### config.mk
export PLATFORM = sky130hd
export DESIGN_NAME = serial_subtractor
export DESIGN_NICKNAME = d
export VERILOG_FILES = /design/src/rtl/serial_subtractor.sv
export SDC_FILE = /design/constraint.sdc
export NUM_CORES = 1
export LEC_CHECK = 0
export CORE_MARGIN = 2
export CORE_UTILIZATION = 30
export DETAILED_ROUTE_END_ITERATION = 6
export GPL_ROUTABILITY_DRIVEN = 0
export HOLD_SLACK_MARGIN = 0.08
export PLACE_DENSITY = 0.55
export SYNTH_ARGS = -nofsm -noshare
export SYNTH_HDL_FRONTEND = slang
export SYNTH_SLANG_ARGS = --single-unit
### constraint.sdc
create_clock -name clk -period 1.34 [get_ports clk]
set_input_delay 0.268 -clock clk [delete_from_list [all_inputs] [get_ports clk]]
set_output_delay 0.268 -clock clk [all_outputs]
set_load 0.1 [all_outputs]
### src/rtl/serial_subtractor.sv
// Bit-serial WIDTH-bit subtractor: one full-subtractor cell plus a borrow flop, LSB first.
// Define SERSUB_OVF_EN to add the signed-overflow output ovf and its operand-MSB capture.
module serial_subtractor #(
  parameter int unsigned WIDTH = 8
) (
  input  logic             clk,
  input  logic             rst_n,
  input  logic             in_valid,
  output logic             in_ready,
  input  logic [WIDTH-1:0] a,
  input  logic [WIDTH-1:0] b,
  input  logic             bin,
  output logic             out_valid,
  input  logic             out_ready,
  output logic [WIDTH-1:0] diff,
  output logic             bout
`ifdef SERSUB_OVF_EN
  ,
  output logic             ovf
`endif
);

  localparam int unsigned CNT_W = $clog2(WIDTH + 1);

  localparam logic [1:0] ST_IDLE  = 2'd0;
  localparam logic [1:0] ST_SHIFT = 2'd1;
  localparam logic [1:0] ST_DONE  = 2'd2;

  logic [1:0]       state_q,     state_d;
  logic             in_ready_q,  in_ready_d;
  logic             out_valid_q, out_valid_d;
  logic [WIDTH-1:0] a_sh_q,      a_sh_d;
  logic [WIDTH-1:0] b_sh_q,      b_sh_d;
  // Partial difference holds only the WIDTH-1 bits produced before the final cycle.
  logic [WIDTH-2:0] diff_sh_q,   diff_sh_d;
  logic             br_q,        br_d;
  logic [CNT_W-1:0] cnt_q,       cnt_d;
  logic [WIDTH-1:0] diff_q,      diff_d;
  logic             bout_q,      bout_d;
`ifdef SERSUB_OVF_EN
  logic             a_msb_q,     a_msb_d;
  logic             b_msb_q,     b_msb_d;
  logic             ovf_q,       ovf_d;
`endif

  logic bit_x;
  logic bit_y;
  logic d_bit;
  logic br_next;

  // Full-subtractor cell on the current LSBs and the running borrow.
  assign bit_x   = a_sh_q[0];
  assign bit_y   = b_sh_q[0];
  assign d_bit   = bit_x ^ bit_y ^ br_q;
  assign br_next = (~bit_x & bit_y) | (~(bit_x ^ bit_y) & br_q);

  always_comb begin
    state_d     = state_q;
    in_ready_d  = in_ready_q;
    out_valid_d = out_valid_q;
    a_sh_d      = a_sh_q;
    b_sh_d      = b_sh_q;
    diff_sh_d   = diff_sh_q;
    br_d        = br_q;
    cnt_d       = cnt_q;
    diff_d      = diff_q;
    bout_d      = bout_q;
`ifdef SERSUB_OVF_EN
    a_msb_d     = a_msb_q;
    b_msb_d     = b_msb_q;
    ovf_d       = ovf_q;
`endif

    case (state_q)
      ST_IDLE: begin
        if (in_valid && in_ready_q) begin
          state_d    = ST_SHIFT;
          in_ready_d = 1'b0;
          a_sh_d     = a;
          b_sh_d     = b;
          br_d       = bin;
          cnt_d      = '0;
`ifdef SERSUB_OVF_EN
          a_msb_d    = a[WIDTH-1];
          b_msb_d    = b[WIDTH-1];
`endif
        end
      end

      ST_SHIFT: begin
        a_sh_d               = a_sh_q >> 1;
        b_sh_d               = b_sh_q >> 1;
        diff_sh_d            = diff_sh_q >> 1;
        diff_sh_d[WIDTH-2]   = d_bit;
        br_d                 = br_next;
        cnt_d                = cnt_q + CNT_W'(1);
        // Last bit: publish the result straight from the cell outputs.
        if (cnt_q == CNT_W'(WIDTH - 1)) begin
          state_d     = ST_DONE;
          out_valid_d = 1'b1;
          diff_d      = {d_bit, diff_sh_q};
          bout_d      = br_next;
`ifdef SERSUB_OVF_EN
          ovf_d       = (a_msb_q != b_msb_q) && (d_bit != a_msb_q);
`endif
        end
      end

      ST_DONE: begin
        if (out_ready) begin
          state_d     = ST_IDLE;
          out_valid_d = 1'b0;
          in_ready_d  = 1'b1;
`ifdef SERSUB_OVF_EN
          ovf_d       = 1'b0;
`endif
        end
      end

      default: begin
        state_d     = ST_IDLE;
        in_ready_d  = 1'b1;
        out_valid_d = 1'b0;
      end
    endcase
  end

  always_ff @(posedge clk or negedge rst_n) begin
    if (!rst_n) begin
      state_q     <= ST_IDLE;
      in_ready_q  <= 1'b1;
      out_valid_q <= 1'b0;
      a_sh_q      <= '0;
      b_sh_q      <= '0;
      diff_sh_q   <= '0;
      br_q        <= 1'b0;
      cnt_q       <= '0;
      diff_q      <= '0;
      bout_q      <= 1'b0;
`ifdef SERSUB_OVF_EN
      a_msb_q     <= 1'b0;
      b_msb_q     <= 1'b0;
      ovf_q       <= 1'b0;
`endif
    end else begin
      state_q     <= state_d;
      in_ready_q  <= in_ready_d;
      out_valid_q <= out_valid_d;
      a_sh_q      <= a_sh_d;
      b_sh_q      <= b_sh_d;
      diff_sh_q   <= diff_sh_d;
      br_q        <= br_d;
      cnt_q       <= cnt_d;
      diff_q      <= diff_d;
      bout_q      <= bout_d;
`ifdef SERSUB_OVF_EN
      a_msb_q     <= a_msb_d;
      b_msb_q     <= b_msb_d;
      ovf_q       <= ovf_d;
`endif
    end
  end

  assign in_ready  = in_ready_q;
  assign out_valid = out_valid_q;
  assign diff      = diff_q;
  assign bout      = bout_q;
`ifdef SERSUB_OVF_EN
  assign ovf       = ovf_q;
`endif

endmodule

# Word level (Yosys, flattened, before mapping)
# Cells that the tools add are included.
dict set report totals {
  input_bits 21
  elab_cells 52
  register_bits 41
}
dict set report op_classes {
  bitwise_logic 9
  eq_ne 6
  n_addsub 1
  n_reduce_logical 8
  n_mux 18
}
# operator n
set op_table {}
lappend op_table {{8-bit case mux with 2 select lines} 2}
lappend op_table {{8-bit two-way mux} 2}
lappend op_table {{3-bit AND reduction} 3}
lappend op_table {{4-bit case mux with 2 select lines} 1}
lappend op_table {{2-bit two-way mux} 3}
lappend op_table {{2-bit != test, second input constant} 3}
lappend op_table {{1-bit case mux with 3 select lines} 2}
lappend op_table {{2-bit case mux with 3 select lines} 1}
lappend op_table {{1-bit two-way mux} 5}
lappend op_table {{4-bit by 1-bit adder with 4-bit output, second input constant} 1}
lappend op_table {{4-bit by 3-bit equality test with 1-bit output, second input constant} 1}
lappend op_table {{4-bit two-way mux} 1}
lappend op_table {{1-bit NOT} 4}
lappend op_table {{2-bit AND reduction} 2}
lappend op_table {{1-bit AND} 2}
lappend op_table {{2-bit by 1-bit equality test with 1-bit output, second input constant} 1}
lappend op_table {{2-bit equality test, second input constant} 1}
lappend op_table {{2-bit logical NOT} 1}
lappend op_table {{1-bit case mux with 2 select lines} 1}
lappend op_table {{2-bit nonzero test} 1}
lappend op_table {{1-bit bitwise XOR} 2}
lappend op_table {{1-bit logical AND} 1}
lappend op_table {{1-bit OR} 1}

# Longest topological paths before layout
# Gate-level depths: netlist (run 1).
dict set report depth {
  ltp_word 5
  depth_mapped 6
  ltp_nobuf 5
}

# Least setup slack after synthesis (run 1)
# OpenSTA, ideal clock, no wires.
dict set report synth_path {
  path_type {flip-flop to flip-flop}
  start {register in_ready_q, in the netlist in_ready}
  end {register cnt_q[0]}
  arrival_time_ps 1676
  required_ps 1215
  path_buffers 1
  stages_incl_launch_ff 5
  path_slack_ps -461
  synth_period_minus_slack_ps 1801
  setup_time_ps 125
  path_cell_list {dfstp_2 -> a21oi_2 -> or2_1 -> buf_2 -> mux2_2}
}
dict set report synth_via {
  elab_chain_cells 3
}
# item line
set synth_lines {}
lappend synth_lines {{start, declared} 30} ;# logic in_ready_q, in_ready_d;
lappend synth_lines {{start signal, assigned} 147} ;# in_ready_q <= in_ready_d;
lappend synth_lines {{1-bit logical AND} 76} ;# if (in_valid && in_ready_q) begin
lappend synth_lines {{2-bit != test (no line)} -}
lappend synth_lines {{2-bit AND reduction (no line)} -}
lappend synth_lines {{end signal, assigned} 153} ;# cnt_q <= cnt_d;
lappend synth_lines {{end, declared} 37} ;# logic [CNT_W-1:0] cnt_q, cnt_d;
# Every way passes these cells.
# A chain may end at the register's enable or synchronous reset.

# Worst setup path in the final report (run 1)
dict set report layout_path {
  start {register in_ready_q, in the netlist in_ready}
  end {output in_ready}
}
# item line
set layout_lines {}
lappend layout_lines {{end, declared} 9} ;# output logic in_ready,
# No word-level cell between the ends.

==> results_dict.tcl, run 1 <==
set metrics [dict create \
    area_growth_pct 57.38 \
    wirelength_um 4038 \
    stdcell_count 303 \
    cts-root-to-sink-buffers 2 \
    cts_inserted_buffers 5 \
    grt_pass1_vias 1407 \
    floorplan_die_width_um 82.14 \
    cp_data_required_time_ns 1.07 \
    final_util_pct 48.69 \
    detail-route-antenna-nets 0 \
    power.switching_mw 0.4669 \
    synth.largest_area_cell "sky130_fd_sc_hd__dfrtp_1" \
    design.core.area_um2 5921 \
    number_of_antenna_violations_at_the_first_check_in_global_routing 0 \
    antennaDiodeCount 0 \
    post_route_cells_drive_above_1_share_pct 38.16 \
    gr-usage-all-layers_pct 13.57 \
    fin_area_um2 2883 \
    mean_post_synth_cell_area_um2 10.97 \
    power.sequential.fraction_pct 51.9 \
    intPower_mw 1.914 \
    syn_nets 190 \
    dieArea_um2 6747 \
    cp.arrival_ns 1.21 \
    hp-class "in -> async" \
    timing.max_cap.violations 0 \
    drtPass1Iterations 4 \
    netSwitchingFraction_pct 19.61 \
    ys.warnings.count 0 \
    cts.sink_count 41 \
    clkLatencyLatePin_ns 0.29 \
    clock_power_share_pct 43.0 \
    placed_area_um2 2504 \
    setup.worst_path.start_class "register" \
    route.vias.total 1405 \
    crit_path_top_delay_cell "sky130_fd_sc_hd__dfstp_4" \
    max_freq_ghz 0.6776 \
    unrepaired_setup_endpoints_after_global_routing "yes" \
    path_max_fanout 2 \
    n_fill_cell 522 \
    worst_slack_ns -0.1358 \
    crit_cells 2 \
    cts-htree-levels 2 \
    fin_nets 250 \
    synth_seq_area_share_pct 56.08 \
    timing.critical_path.max_delay_family "flip-flops" \
    pwr_density_cell_nw_per_um2 826.0 \
    wire_length_of_the_first_global_routing_pass_um 6741 \
    grt-ovfl-total 0 \
    report.final.hold_viol_count 0 \
    period_minus_slack_ns 1.476 \
    row_count 28 \
    place.detailed.instances 283 \
    worst_setup_hold_path_clk_slew_ns 0.08 \
    dieHeight_um 82.14 \
    skew_final_ns 0.004380 \
    run_status "finished, violations left" \
    initial_util_pct 30.94 \
    dp_hpwl_um 2782 \
    max-slew-margin-rel_pct 79.27 \
    cpPeakStageDelay_ns 0.64 \
    endpoint_type_of_the_worst_setup_path "primary output" \
    layout_commonest_cell "sky130_fd_sc_hd__dfrtp_1" \
    finalHoldWorstSlack_ns 0.3884 \
    yosysUniqueCellTypes 29 \
    tightest_slew_ns 0.3110 \
    synth_top_cell_area_share_pct 54.64 \
    failed_checks "setup timing" \
    final_cell_mix "sky130_fd_sc_hd__dfrtp_1 (39), sky130_fd_sc_hd__nand2_1 (24), sky130_fd_sc_hd__buf_4 (20), sky130_fd_sc_hd__clkdlybuf4s50_1 (19), sky130_fd_sc_hd__o21ai_0 (17)" \
    largest_net_degree_at_the_start_of_global_routing 31 \
    setup_viol 21 \
    ff2ff_path_depth 5 \
    netlist_instances 167 \
    synthTopCellsByArea "sky130_fd_sc_hd__dfrtp_1 (55%), sky130_fd_sc_hd__o21ai_0 (8.7%), sky130_fd_sc_hd__mux2i_1 (8.2%), sky130_fd_sc_hd__nand2_1 (5.1%), sky130_fd_sc_hd__mux2_1 (4.3%)" \
    port-buffer-count 31 \
    leak_nw 1.328 \
    dr.first_iter.drc_count 56 \
    min_period_over_period_pct 110.1 \
    maxSlewViolCount 0 \
    worstPathCellList "buf_6, buf_12" \
    route.detailed.drc 0 \
    path_class "reg -> out" \
    syn_area_um2 1832 \
    wl_per_cell_um 13.33 \
    clock-root-buffer "sky130_fd_sc_hd__clkbuf_8" \
    multi_input_area_um2 872.1 \
    synth_seq_cells 41 \
    setup_tns_ns -1.065 \
    post_drt_via_cell_ratio 4.637 \
    worstPathBufferInverterCount 2 \
    ios 32 \
    clock_tree_from_tritoncts "done" \
    power.combinational.fraction_pct 5.1 \
    ff_latch_area_um2 1032 \
    vdd_ir_drop_max_mv 0.3789 \
]
[layer usage]
| metal | vias to the layer above | wire length (um) | global-route usage [%] |
|---|---|---|---|
| met4 | 0 | 84 | 7.500 |
| met3 | 5 | 135 | 2.609 |
| li1 | 692 | - | - |
| met5 | - | 0 | 0 |
| met2 | 30 | 1952 | 21.54 |
| met1 | 678 | 1865 | 17.41 |
[timing repair]
| action | in CTS | in global routing |
|---|---|---|
| gates cloned | 1 | 0 |
| endpoints found under the hold margin | 10 | 0 |
| resized for setup | 35 | 15 |
| pin swaps | 15 | 5 |
| setup endpoints to repair | 27 | 33 |
| hold buffers | 1 | 0 |
| buffers inserted | 6 | 4 |
[cells by family (layout without fill, tap and decap cells)]
kind of cell	count (synthesis)	after routing	synth area share, %
and+or+nand+nor	38	38	9.768
muxes	24	24	13.73
adders and majority gates	2	2	1.776
DFF	41	41	56.08
AOI/OAI and AO/OA	46	46	13.80
xor gates and xnor gates	1	1	0.4782
buffers and inverters	15	76	4.371
[worst paths after layout]
check | from | to | slack [ns]
worst max-delay path | in_ready$_DFFE_PN1P_ | in_ready | -0.14
worst min register to register | diff_sh_q[0]$_DFFE_PN0P_ | diff_sh_q[0]$_DFFE_PN0P_ | 0.48
min in group clk | diff_sh_q[0]$_DFFE_PN0P_ | diff_sh_q[0]$_DFFE_PN0P_ | 0.48
max in group asynchronous | rst_n | state_q[0]$_DFFE_PN0P_ | 0.49
worst min-delay path | rst_n | a_sh_q[7]$_DFFE_PN0P_ | 0.39
worst max register to register | in_ready$_DFFE_PN1P_ | b_sh_q[3]$_DFFE_PN0P_ | -0.08
[final cells by class]
class                           instances  share of cell area (%)
Tap cell                               75                   3.255
Multi-Input combinational cell        111                   30.25
Clock inverter                          1                   1.042
Clock buffer                            7                   2.995
Timing Repair Buffer                   64                   26.13
Sequential cell                        41                   35.81
Inverter                                4                  0.5208
[cells in the mapped netlist, drive strengths merged]
cell type	count
dfrtp	40
o21ai	33
nand2	25
mux2i	15
mux2	9
buf	8
a21oi	7
inv	4
a21o	3
clkbuf	3
nand2b	3
nor2	3
a22o	2
and4b	2
dfstp	1
fa	1
ha	1
nand3	1
nor2b	1
nor3	1
nor3b	1
o22a	1
or2	1
xnor2	1
[registers in the layout, indices dropped and copies added (netlist names)]
register and count:
out_valid 1, cnt_q 4, a_sh_q 8, br_q 1, diff 8, state_q 2
b_sh_q 8, bout 1, diff_sh_q 7, in_ready 1
[metrics by stage]
stage / worst slack, ns / total power [mW]
finish: -0.1358 / 2.381
global placement: -0.2868 / 1.372
global route: -0.1652 / 2.493
detailed placement: -0.3507 / 1.372
CTS: -0.1488 / 2.420
floorplan: -0.2996 / 1.274
[power groups by stage]
| stage | clock [mW] | combinational, mW | sequential [mW] |
|---|---|---|---|
| after floorplan | 0 | 0.0132 | 1.26 |
| after global placement | 0 | 0.112 | 1.26 |
| after detailed placement | 0 | 0.111 | 1.26 |
| after CTS | 1.07 | 0.119 | 1.24 |
| after global routing | 1.12 | 0.133 | 1.24 |
| final | 1.02 | 0.121 | 1.24 |
Note: power is estimated with default switching activity, not from simulation.
==> run 2, diff against run 1 <==
- clock period: 1.34 -> 1.35 ns (I/O delays scaled with it)
==> run 2 against run 1 <==
Sequential power about the same. Register-to-register slack improved by 0.05 ns. Combinational power is essentially flat. The flow still finishes with violations (setup timing). Critical endpoint unchanged. Wire length is 1.9% lower.
==> results_dict.tcl, run 2 (synthesis results as in run 1) <==
set metrics [dict create \
    cts.sink_count 41 \
    path_class "reg -> out" \
    fin_nets 246 \
    failed_checks "setup timing" \
    worstPathCellList "buf_6, buf_12" \
    grt_pass1_vias 1324 \
    worst_setup_hold_path_clk_slew_ns 0.08 \
    row_count 28 \
    post_route_cells_drive_above_1_share_pct 38.39 \
    place.detailed.instances 283 \
    final_cell_mix "sky130_fd_sc_hd__dfrtp_1 (39), sky130_fd_sc_hd__nand2_1 (24), sky130_fd_sc_hd__clkdlybuf4s50_1 (19), sky130_fd_sc_hd__buf_4 (17), sky130_fd_sc_hd__o21ai_0 (16)" \
    setup.worst_path.start_class "register" \
    port-buffer-count 31 \
    vdd_ir_drop_max_mv 0.3935 \
    cts-root-to-sink-buffers 2 \
    route.vias.total 1389 \
    number_of_antenna_violations_at_the_first_check_in_global_routing 0 \
    dr.first_iter.drc_count 56 \
    grt-ovfl-total 0 \
    timing.max_cap.violations 0 \
    critical_path.reg2reg.endpoint "cnt_q[0]$_DFFE_PN0P_" \
    cts_inserted_buffers 5 \
    wire_length_of_the_first_global_routing_pass_um 6251 \
    clkLatencyLatePin_ns 0.29 \
    design_power_total_mw 2.213 \
    route.detailed.drc 0 \
    cpPeakStageDelay_ns 0.64 \
    area_growth_pct 54.64 \
    reg2reg_slack_ns -0.03 \
    drtPass1Iterations 4 \
    ff2ff_path_depth 3 \
    max-slew-margin-rel_pct 78.72 \
    ios 32 \
    wl_per_cell_um 13.24 \
    max_freq_ghz 0.6813 \
    clock-root-buffer "sky130_fd_sc_hd__clkbuf_8" \
    dieArea_um2 6747 \
    run_status "finished, violations left" \
    finalHoldWorstSlack_ns 0.3951 \
    report.final.hold_viol_count 0 \
    endpoint_type_of_the_worst_setup_path "primary output" \
    worstPathBufferInverterCount 2 \
    antennaDiodeCount 0 \
    crit_path_top_delay_cell "sky130_fd_sc_hd__dfstp_4" \
    cp_data_required_time_ns 1.08 \
    wirelength_um 3960 \
    post_drt_via_cell_ratio 4.645 \
    hp-class "in -> async" \
    unrepaired_setup_endpoints_after_global_routing "yes" \
    initial_util_pct 30.94 \
    clock_tree_from_tritoncts "done" \
    layout_commonest_cell "sky130_fd_sc_hd__dfrtp_1" \
    period_minus_slack_ns 1.468 \
    timing.critical_path.max_delay_family "flip-flops" \
    dieHeight_um 82.14 \
    cp.arrival_ns 1.20 \
    r2r_start "in_ready$_DFFE_PN1P_" \
    skew_final_ns 0.004826 \
    worst_slack_ns -0.1177 \
    cts-htree-levels 2 \
    pwr_density_cell_nw_per_um2 781.1 \
    dp_hpwl_um 2693 \
    maxSlewViolCount 0 \
    largest_net_degree_at_the_start_of_global_routing 31 \
    floorplan_die_width_um 82.14 \
    design.core.area_um2 5921 \
    stdcell_count 299 \
    detail-route-antenna-nets 0 \
    tightest_slew_ns 0.3192 \
    gr-usage-all-layers_pct 12.45 \
    leak_nw 1.298 \
    path_max_fanout 2 \
    setup_viol 9 \
    min_period_over_period_pct 108.7 \
]
==> run 2: cell types whose count changed in the layout (fill, tap and decap cells not counted), sizes merged <==
cell / change
buf: -5
bufinv: -1
clkbuf: +1
clkinv: +1
==> run 2: worst max-delay path by stage <==
stage	startpoint	endpoint	slack (ns)	cells past startpoint
CTS	in_ready$_DFFE_PN1P_	in_ready	-0.13	2
finish	in_ready$_DFFE_PN1P_	in_ready	-0.12	2
detailed placement	in_valid	a_sh_q[5]$_DFFE_PN0P_	-0.33	5
global placement	in_valid	cnt_q[0]$_DFFE_PN0P_	-0.28	4
floorplan	in_ready$_DFFE_PN1P_	cnt_q[0]$_DFFE_PN0P_	-0.29	4
global route	in_ready$_DFFE_PN1P_	in_ready	-0.15	2
==> run 2: through the flow <==
stage	utilization [%]	area (um2)	worst slack (ns)	TNS, ns
3_5_place_dp	42.29	2504	-0.3327	-6.025
5_1_grt	47.84	2833	-0.1506	-0.8937
4_1_cts	45.31	2683	-0.1310	-0.2898
6_report	47.84	2833	-0.1177	-0.2341
2_1_floorplan	-	1884	-0.2896	-3.699
3_3_place_gp	42.29	2504	-0.2800	-5.462
==> run 2: timing repair <==
action                                 4_1_cts  5_1_grt
setup endpoints to repair                   27       31
hold buffers                                 1        0
gates resized for setup                     24       29
endpoints found under the hold margin       10        0
pin swaps                                    4       16
cloned                                       0        1
setup buffers                                4        2
==> run 2: where the power goes <==
group	internal [mW]	switching, mW
Clock	0.462	0.404
Combinational	0.0700	0.0494
Sequential	1.23	0
Total	1.76	0.454
==> run 2: routing by layer <==
| layer | global-route usage [%] | part of all wire (%) | routed length [um] | up-vias |
|---|---|---|---|---|
| li1 | - | - | - | 690 |
| met1 | 17.11 | 46 | 1839 | 671 |
| met2 | 18.70 | 49 | 1922 | 24 |
| met3 | 3.261 | 3.2 | 127 | 4 |
| met4 | 5.000 | 1.8 | 71 | 0 |
| met5 | 0 | 0 | 0 | - |
==> run 2: layout make-up <==
cell class	instances	area [um2]
Fill cell	534	3088
Inverter	4	15.01
Clock buffer	7	96.34
Sequential cell	41	1032
Timing Repair Buffer	60	711.9
Multi-Input combinational cell	111	878.3
Tap cell	75	93.84
Clock inverter	1	5.005
